## src/rtl/hdmi_packet_scheduler.sv

```systemverilog
// rtl/hdmi_packet_scheduler.sv - HDMI data-island packet arbiter; SPD source compiled in by HDMI_SPD_INFOFRAME_EN
module hdmi_packet_scheduler #(
  parameter int PACKET_CLOCKS = 32,
  parameter int DROP_CNT_W    = 8
) (
  input  logic                             clk_pixel,
  input  logic                             reset,
  input  logic                             enable,
  input  logic                             slot_start,
  input  logic                             frame_start,
  input  logic                             acr_wrap,
  input  logic                             audio_sample_avail,
  output logic                             packet_active,
  output logic [7:0]                       packet_type,
  output logic [$clog2(PACKET_CLOCKS)-1:0] packet_counter,
  output logic                             acr_ack,
  output logic                             audio_sample_ack,
  output logic                             avi_ack,
  output logic                             audio_if_ack,
  output logic                             spd_ack,
  output logic [DROP_CNT_W-1:0]            acr_drop_count,
  output logic                             slot_overrun
);

  localparam int               CNT_W    = $clog2(PACKET_CLOCKS);
  localparam logic [CNT_W-1:0] CNT_LAST = CNT_W'(PACKET_CLOCKS - 1);
  localparam logic [CNT_W-1:0] CNT_PRE  = CNT_W'(PACKET_CLOCKS - 2);

  localparam logic [7:0] T_NULL = 8'h00;
  localparam logic [7:0] T_ACR  = 8'h01;
  localparam logic [7:0] T_AUD  = 8'h02;
  localparam logic [7:0] T_AVI  = 8'h82;
  localparam logic [7:0] T_AIF  = 8'h84;
  localparam logic [7:0] T_SPD  = 8'h83;

  typedef enum logic {S_IDLE, S_SEND} state_t;

  state_t                state_q;
  logic [CNT_W-1:0]      cnt_q;
  logic [7:0]            type_q;
  logic                  active_q;

  logic                  acr_shadow_q;
  logic                  acr_pend_q, acr_pend_d;
  logic                  avi_pend_q, avi_pend_d;
  logic                  aif_pend_q, aif_pend_d;
  logic [DROP_CNT_W-1:0] drop_q, drop_d;
  logic                  overrun_q;

  logic                  acr_ack_q, aud_ack_q, avi_ack_q, aif_ack_q;

  logic                  last_clk;
  logic                  pre_last;
  logic                  acr_req;
  logic                  clr_acr, clr_avi, clr_aif;
  logic                  spd_elig;
  logic [7:0]            win_type;

  // The final clock of a packet is where its source is retired; the clock
  // before it arms the registered ack so the pulse lands on the final clock.
  assign last_clk = (state_q == S_SEND) && (cnt_q == CNT_LAST);
  assign pre_last = (state_q == S_SEND) && (cnt_q == CNT_PRE);
  assign acr_req  = acr_wrap ^ acr_shadow_q;

  assign clr_acr  = last_clk && (type_q == T_ACR);
  assign clr_avi  = last_clk && (type_q == T_AVI);
  assign clr_aif  = last_clk && (type_q == T_AIF);

`ifdef HDMI_SPD_INFOFRAME_EN
  logic spd_pend_q, spd_pend_d;
  logic clr_spd;
  logic spd_ack_q;

  assign clr_spd    = last_clk && (type_q == T_SPD);
  assign spd_elig   = spd_pend_q & ~clr_spd;
  assign spd_pend_d = enable & (frame_start | (spd_pend_q & ~clr_spd));
  assign spd_ack    = spd_ack_q;

  // SPD pending flag and its completion pulse
  always_ff @(posedge clk_pixel) begin
    if (reset) begin
      spd_pend_q <= 1'b0;
      spd_ack_q  <= 1'b0;
    end else begin
      spd_pend_q <= spd_pend_d;
      spd_ack_q  <= pre_last && (type_q == T_SPD);
    end
  end
`else
  assign spd_elig = 1'b0;
  assign spd_ack  = 1'b0;
`endif

  // Fixed-priority pick from the registered flags. A flagged source whose
  // packet is finishing this clock is skipped for this one decision, since
  // its flag still reads set until the clear lands. Audio samples are a live
  // level with no flag, so they stay eligible back-to-back.
  always_comb begin
    win_type = T_NULL;
    if (acr_pend_q && !clr_acr) begin
      win_type = T_ACR;
    end else if (audio_sample_avail) begin
      win_type = T_AUD;
    end else if (avi_pend_q && !clr_avi) begin
      win_type = T_AVI;
    end else if (aif_pend_q && !clr_aif) begin
      win_type = T_AIF;
    end else if (spd_elig) begin
      win_type = T_SPD;
    end
  end

  // Pending-flag next state (set beats clear) and saturating ACR drop count
  always_comb begin
    acr_pend_d = enable & (acr_req     | (acr_pend_q & ~clr_acr));
    avi_pend_d = enable & (frame_start | (avi_pend_q & ~clr_avi));
    aif_pend_d = enable & (frame_start | (aif_pend_q & ~clr_aif));
    drop_d     = drop_q;
    if (enable && acr_req && acr_pend_q && !clr_acr &&
        (drop_q != {DROP_CNT_W{1'b1}})) begin
      drop_d = drop_q + 1'b1;
    end
  end

  // Request flags, ACR edge shadow and drop counter
  always_ff @(posedge clk_pixel) begin
    if (reset) begin
      acr_shadow_q <= acr_wrap;
      acr_pend_q   <= 1'b0;
      avi_pend_q   <= 1'b0;
      aif_pend_q   <= 1'b0;
      drop_q       <= '0;
    end else begin
      acr_shadow_q <= acr_wrap;
      acr_pend_q   <= acr_pend_d;
      avi_pend_q   <= avi_pend_d;
      aif_pend_q   <= aif_pend_d;
      drop_q       <= drop_d;
    end
  end

  // Slot FSM: start on an enabled slot, count through the packet, chain on a
  // slot that coincides with the final clock, otherwise fall back to idle
  always_ff @(posedge clk_pixel) begin
    if (reset) begin
      state_q  <= S_IDLE;
      cnt_q    <= '0;
      type_q   <= T_NULL;
      active_q <= 1'b0;
    end else begin
      case (state_q)
        S_IDLE: begin
          cnt_q <= '0;
          if (slot_start && enable) begin
            type_q   <= win_type;
            active_q <= 1'b1;
            state_q  <= S_SEND;
          end
        end
        S_SEND: begin
          if (cnt_q == CNT_LAST) begin
            cnt_q <= '0;
            if (slot_start && enable) begin
              type_q <= win_type;
            end else begin
              active_q <= 1'b0;
              state_q  <= S_IDLE;
            end
          end else begin
            cnt_q <= cnt_q + 1'b1;
          end
        end
        default: begin
          state_q  <= S_IDLE;
          cnt_q    <= '0;
          active_q <= 1'b0;
        end
      endcase
    end
  end

  // Completion pulses, registered one clock ahead so they coincide with the final clock
  always_ff @(posedge clk_pixel) begin
    if (reset) begin
      acr_ack_q <= 1'b0;
      aud_ack_q <= 1'b0;
      avi_ack_q <= 1'b0;
      aif_ack_q <= 1'b0;
    end else begin
      acr_ack_q <= pre_last && (type_q == T_ACR);
      aud_ack_q <= pre_last && (type_q == T_AUD);
      avi_ack_q <= pre_last && (type_q == T_AVI);
      aif_ack_q <= pre_last && (type_q == T_AIF);
    end
  end

  // Sticky flag for a slot offered while a packet is still mid-flight
  always_ff @(posedge clk_pixel) begin
    if (reset) begin
      overrun_q <= 1'b0;
    end else if ((state_q == S_SEND) && slot_start && (cnt_q != CNT_LAST)) begin
      overrun_q <= 1'b1;
    end
  end

  assign packet_active    = active_q;
  assign packet_type      = type_q;
  assign packet_counter   = cnt_q;
  assign acr_ack          = acr_ack_q;
  assign audio_sample_ack = aud_ack_q;
  assign avi_ack          = avi_ack_q;
  assign audio_if_ack     = aif_ack_q;
  assign acr_drop_count   = drop_q;
  assign slot_overrun     = overrun_q;

endmodule

```

## config.mk

```make
export PLATFORM = sky130hd
export DESIGN_NAME = hdmi_packet_scheduler
export DESIGN_NICKNAME = d
export VERILOG_FILES = /design/src/rtl/hdmi_packet_scheduler.sv
export SDC_FILE = /design/constraint.sdc
export NUM_CORES = 1
export LEC_CHECK = 0
export CAP_MARGIN = 10
export CORE_MARGIN = 2
export CORE_UTILIZATION = 42
export DETAILED_ROUTE_END_ITERATION = 10
export PLACE_DENSITY = 0.85
export SKIP_LAST_GASP = 1
export SLEW_MARGIN = 20
export SYNTH_ARGS = -nofsm -noshare
export SYNTH_HDL_FRONTEND = slang
export SYNTH_SLANG_ARGS = --single-unit
export TNS_END_PERCENT = 20
```

## constraint.sdc

```tcl
create_clock -name clk_pixel -period 1.7 [get_ports clk_pixel]
set_input_delay 0.17 -clock clk_pixel [delete_from_list [all_inputs] [get_ports clk_pixel]]
set_output_delay 0.17 -clock clk_pixel [all_outputs]
set_load 0.01 [all_outputs]
```

=== After elaboration in Yosys (flattened, before gate mapping) ===
Index checks and enable logic that the tools add are counted.

* Output and inout bits: 28
* Memory bits (read-only): 0
* Bits in writable memories: 0
* Memories: 0
* Register bits: 32
* Word-level logic and storage cells: 80
* Input bits: 7
* Bits in latches: 0

* Order comparisons: 0
* Bitwise operators: 14
* Equal/unequal tests: 11
* Shift-type cells: 0
* Div/mod/pow operators: 0
* $mul: 0
* Reductions and logical operators: 23
* Add/subtract/negate cells: 2
* Mux-type cells: 16

{| class="wikitable"
|+ Operator list
! kind !! count
|-
| $mux W8 || 6
|-
| $logic_and A1 B1 Y1 || 19
|-
| $eq A8 B8 Y1 const B || 2
|-
| $pmux W8 S2 || 1
|-
| $eq A5 B5 Y1 const B || 2
|-
| $pmux W5 S2 || 1
|-
| $add A8 B1 Y8 const B || 1
|-
| $eq A8 B1 Y1 const B || 1
|-
| $eq A8 B2 Y1 const B || 1
|-
| $ne A8 B8 Y1 const B || 1
|-
| $and A1 B1 Y1 || 6
|-
| $add A5 B1 Y5 const B || 1
|-
| $mux W1 || 5
|-
| $mux W5 || 1
|-
| $ne A5 B5 Y1 const B || 1
|-
| $ne A2 B2 Y1 const B || 2
|-
| $not A1 Y1 || 4
|-
| $pmux W1 S2 || 2
|-
| $logic_not A1 Y1 || 3
|-
| $or A1 B1 Y1 || 3
|-
| $reduce_and A3 Y1 || 1
|-
| $ne A2 B1 Y1 const B || 1
|-
| $xor A1 B1 Y1 || 1
|}

=== Longest topological paths before layout ===
* Depth in word-level cells: 12
* Gate-level depth with buffers: 8
* Gate-level depth less buffers: 7

=== Worst setup path after synthesis ===
OpenSTA, ideal clock, no wires.

* Kind: reg2reg
* From: reg cnt_q[0], in the netlist packet_counter[0]
* To: reg drop_q[5], in the netlist acr_drop_count[5]
* Path slack: -240 ps
* Data required time: 1,629 ps
* Period minus slack after synthesis: 1,940 ps
* Stages on the path, launching flop included: 8
* Library setup time: 71 ps
* Path buffers: 0
* Arrival: 1,869 ps
* Path through: dfxtp_1 -> ha_1 -> and3_1 -> ha_1 -> nand3b_2 -> o2111ai_4 -> or4_1 -> a21oi_1

* Cells in the longest elaborated chain, start to end: 6

{| class="wikitable"
|+ Ends and longest elaborated chain
! element !! RTL line !! text
|-
| start, declared || 39 || <nowiki>logic [CNT_W-1:0] cnt_q;</nowiki>
|-
| start signal, assigned || 170 || <nowiki>cnt_q <= cnt_q + 1'b1;</nowiki>
|-
| $eq A5 B5 Y1 || 61 || <nowiki>assign last_clk = (state_q == S_SEND) && (cnt_q == CNT_LAST);</nowiki>
|-
| $logic_and A1 B1 Y1 || 61 ||
|-
| $logic_and A1 B1 Y1 || 65 || <nowiki>assign clr_acr = last_clk && (type_q == T_ACR);</nowiki>
|-
| $logic_not A1 Y1 || 119 || <nowiki>if (enable && acr_req && acr_pend_q && !clr_acr &&</nowiki>
|-
| $logic_and A1 B1 Y1 (2 in series) || 119 ||
|-
| end signal, assigned || 138 || <nowiki>drop_q <= drop_d;</nowiki>
|-
| end, declared || 47 || <nowiki>logic [DROP_CNT_W-1:0] drop_q, drop_d;</nowiki>
|}

No other way between the ends.
A chain may end at the register's enable or synchronous reset.

=== Worst setup path in the final report ===
* From: reg cnt_q[0], in the netlist packet_counter[0]
* To: reg drop_q[2], in the netlist acr_drop_count[2]

Same word-level chain as after synthesis.

==> reports/qor.yml <==
status:
  outcome: "finished with violations"
  failed_checks: "DRC, setup timing"
layout:
  layout-drive-gt1-share_pct: 23.9
  area_growth_pct: 46.2
  multiInputGateArea_um2: 743
  final_area_mm2: 0.00184
  fin_nets: 196
  diodes: 0
  fillerInstances: 241
  final_util_pct: 65.5
  fin_cells: 215
  seq_area_um2: 563
drt:
  wire_per_inst_um: 14.8
  drt_wl_total_um: 3180
  dr.pass1.iters: 7
  num_vias: 1235
  drtIter0Drc: 31
  viasPerCell: 5.74
  postRouteAntennaNets: 0
  drc: 2
logic_synthesis:
  synthTopCellsByArea: "dfxtp_1, nor2_1, ha_1"
  syn_avg_cell_area_um2: 9.37
  yosysMostFrequentCell: "dfxtp_1"
  ys_top_cells_by_count: "dfxtp_1, nor2_1, a21oi_1, nand2_1"
  ys_ff_latch: 28
  synth_ff_type: "dfxtp_1"
  yosysWarningCount: 0
  ys_async_sr_fraction_pct: 0
  synth_edf_count: 0
  netlist.area_leader.share_pct: 44.6
  synth_cell_type_count: 43
  synth_area_mm2: 0.00126
  synth_top_cell_by_area: "dfxtp_1"
  seq_area_frac_synth_pct: 44.6
  syn_inst: 134
placement:
  dp_hpwl_um: 2290
  dp.cells: 208
  place.port_buffers: 29
  placed_area_mm2: 0.00172
  gp_congestion: 0.798
power_and_ir_drop:
  leakagePower_nw: 0.682
  p_per_area_mw_per_mm2: 622
  max-vdd-ir-drop_mv: 0.437
cts:
  clk_latency_ns: 0.33
  clockBufferDepth: 2
  root_buffer: "clkbuf_4"
  htree_levels: 1
  cts_buffers: 3
  cts_sinks: 28
  clk_pin_slew_ns: 0.15
  tritoncts: "yes"
critical_path:
  endpoint_kind: "register"
  reg2reg_setup_slack_ns: -0.13
  cp_max_fo: 6
  timing.rr.start: "packet_counter[0]$_SDFF_PP0_"
  r2r.worst_path.cells: 7
  start_kind: "register"
  worstPathRequired_ns: 1.98
  worstPathArrival_ns: 2.11
  reg2reg_to: "acr_drop_count[2]$_SDFFE_PP0P_"
  crit_type: "register to register"
sta:
  fin_skew_ns: 0.00277
  fmax_mhz: 547
  slew_violations: 0
  finalSetupTns_ns: -0.718
  setup_ws_ns: -0.128
  hold_viol_final: 0
  rsz0062_at_grt: "true"
  setup_viol: 12
  post-route-period-util_pct: 108
  worst_hold_slack_ns: 0.347
  min_period_ns: 1.83
floorplanning:
  rows: 19
  chipWidth_um: 58.7
  ios: 35
  die_h_um: 58.7
  start_util_pct: 44.8
  core_mm2: 0.00281
  die_area_mm2: 0.00344
grt:
  grt_pass1_wl_um: 5090
  grt_pass1_vias: 1223
  grt_max_degree: 16
  grt.total_usage_pct: 18.9
  grt-ovfl-total: 0
  antenna_found_initial: 0
flow_run:
  drv_cap: 0
worst_hold_path:
  hold_end: "acr_shadow_q$_DFF_P_"
  min_path_cells: 1
  hp-start: "acr_wrap"
  min_path_type: "primary input to register"
[what timing repair did]
item,CTS,global route
hold buffers,0,0
resized for setup,2,8
buffers inserted,1,1
hold endpoints to repair,0,0
gates cloned,1,0
pin swaps,4,4
setup endpoints to repair,11,17
[worst max-delay path by stage]
stage	startpoint	end	depth (start not counted)
global placement	acr_wrap	acr_drop_count[2]$_SDFFE_PP0P_	5
global route	packet_counter[0]$_SDFF_PP0_	acr_drop_count[2]$_SDFFE_PP0P_	7
detailed placement	acr_wrap	acr_drop_count[2]$_SDFFE_PP0P_	5
finish	packet_counter[0]$_SDFF_PP0_	acr_drop_count[2]$_SDFFE_PP0P_	7
floorplan	packet_counter[0]$_SDFF_PP0_	acr_drop_count[7]$_SDFFE_PP0P_	8
CTS	packet_counter[0]$_SDFF_PP0_	acr_drop_count[2]$_SDFFE_PP0P_	7
[registers in the layout (all words and copies together) (netlist names)]
| name | cells |
|---|---|
| audio_sample_ack | 1 |
| state_q | 1 |
| avi_ack | 1 |
| slot_overrun | 1 |
| audio_if_ack | 1 |
| acr_drop_count | 8 |
| packet_type | 4 |
| aif_pend_q | 1 |
| acr_ack | 1 |
| packet_active | 1 |
| avi_pend_q | 1 |
| packet_counter | 5 |
| acr_pend_q | 1 |
| acr_shadow_q | 1 |
[metrics by stage]
stage          setup slack, ns  total power, mW
2_1_floorplan          -0.0610            0.763
3_3_place_gp            -0.127            0.812
3_5_place_dp            -0.191            0.818
4_1_cts                 -0.117             1.14
5_1_grt                 -0.176             1.19
6_report                -0.128             1.14
[placed cells by master (no fill, tap or decap), drive strengths merged, types with 3 or more instances in the layout]
cell and count:
nand3 6, nand2 9, nand2b 3, o2111ai 3, nor2 15, inv 6
clkbuf 4, dfxtp 28, nor3 4, clkdlybuf4s50 29, a21oi 9, a22o 3
conb 5, ha 4, o21ai 4, buf 19, nor4 3
[power by group]
group	switching [mW]	leakage (nW)	total (mW)	internal (mW)
clock network	0.196	0.0210	0.327	0.131
registers	0.0141	0.228	0.686	0.672
logic	0.0672	0.432	0.129	0.0615
[logic make-up (layout without fill, tap and decap cells)]
group                      after synthesis  count (layout)  synth area share, %
AOI/OAI and AO/OA                       27              28                 16.2
and+or+nand+nor                         56              56                 24.5
adders and majority gates                4               4                 3.98
xor gates and xnor gates                 3               3                 2.69
muxes                                    2               2                 1.69
DFF                                     28              28                 44.6
buffers and inverters                   13              58                 5.98
other                                    1               5                0.299
[worst max-delay path, cell delays in order (launching register included)]
cell	delay (ns)
dfxtp_2	0.36
ha_4	0.16
and3_4	0.18
ha_4	0.16
nand3b_4	0.10
o2111ai_4	0.16
or4_4	0.53
a21oi_2	0.13
[metal layers]
layer,up-vias,GRT usage [%],share of wire (%)
li1,579,-,-
met4,0,7.79,2.1
met5,-,0,0
met1,599,22.7,41
met2,46,33.4,52
met3,11,3.30,5.0
[layout make-up]
| cell class | instances | area share (%) |
|---|---|---|
| timing repair buffer | 48 | 23.6 |
| clock buffer | 4 | 1.98 |
| multi-input combinational | 98 | 40.5 |
| tap | 31 | 2.11 |
| sequential | 28 | 30.7 |
| inverter | 6 | 1.23 |
Power figures use the tool's default switching activity.
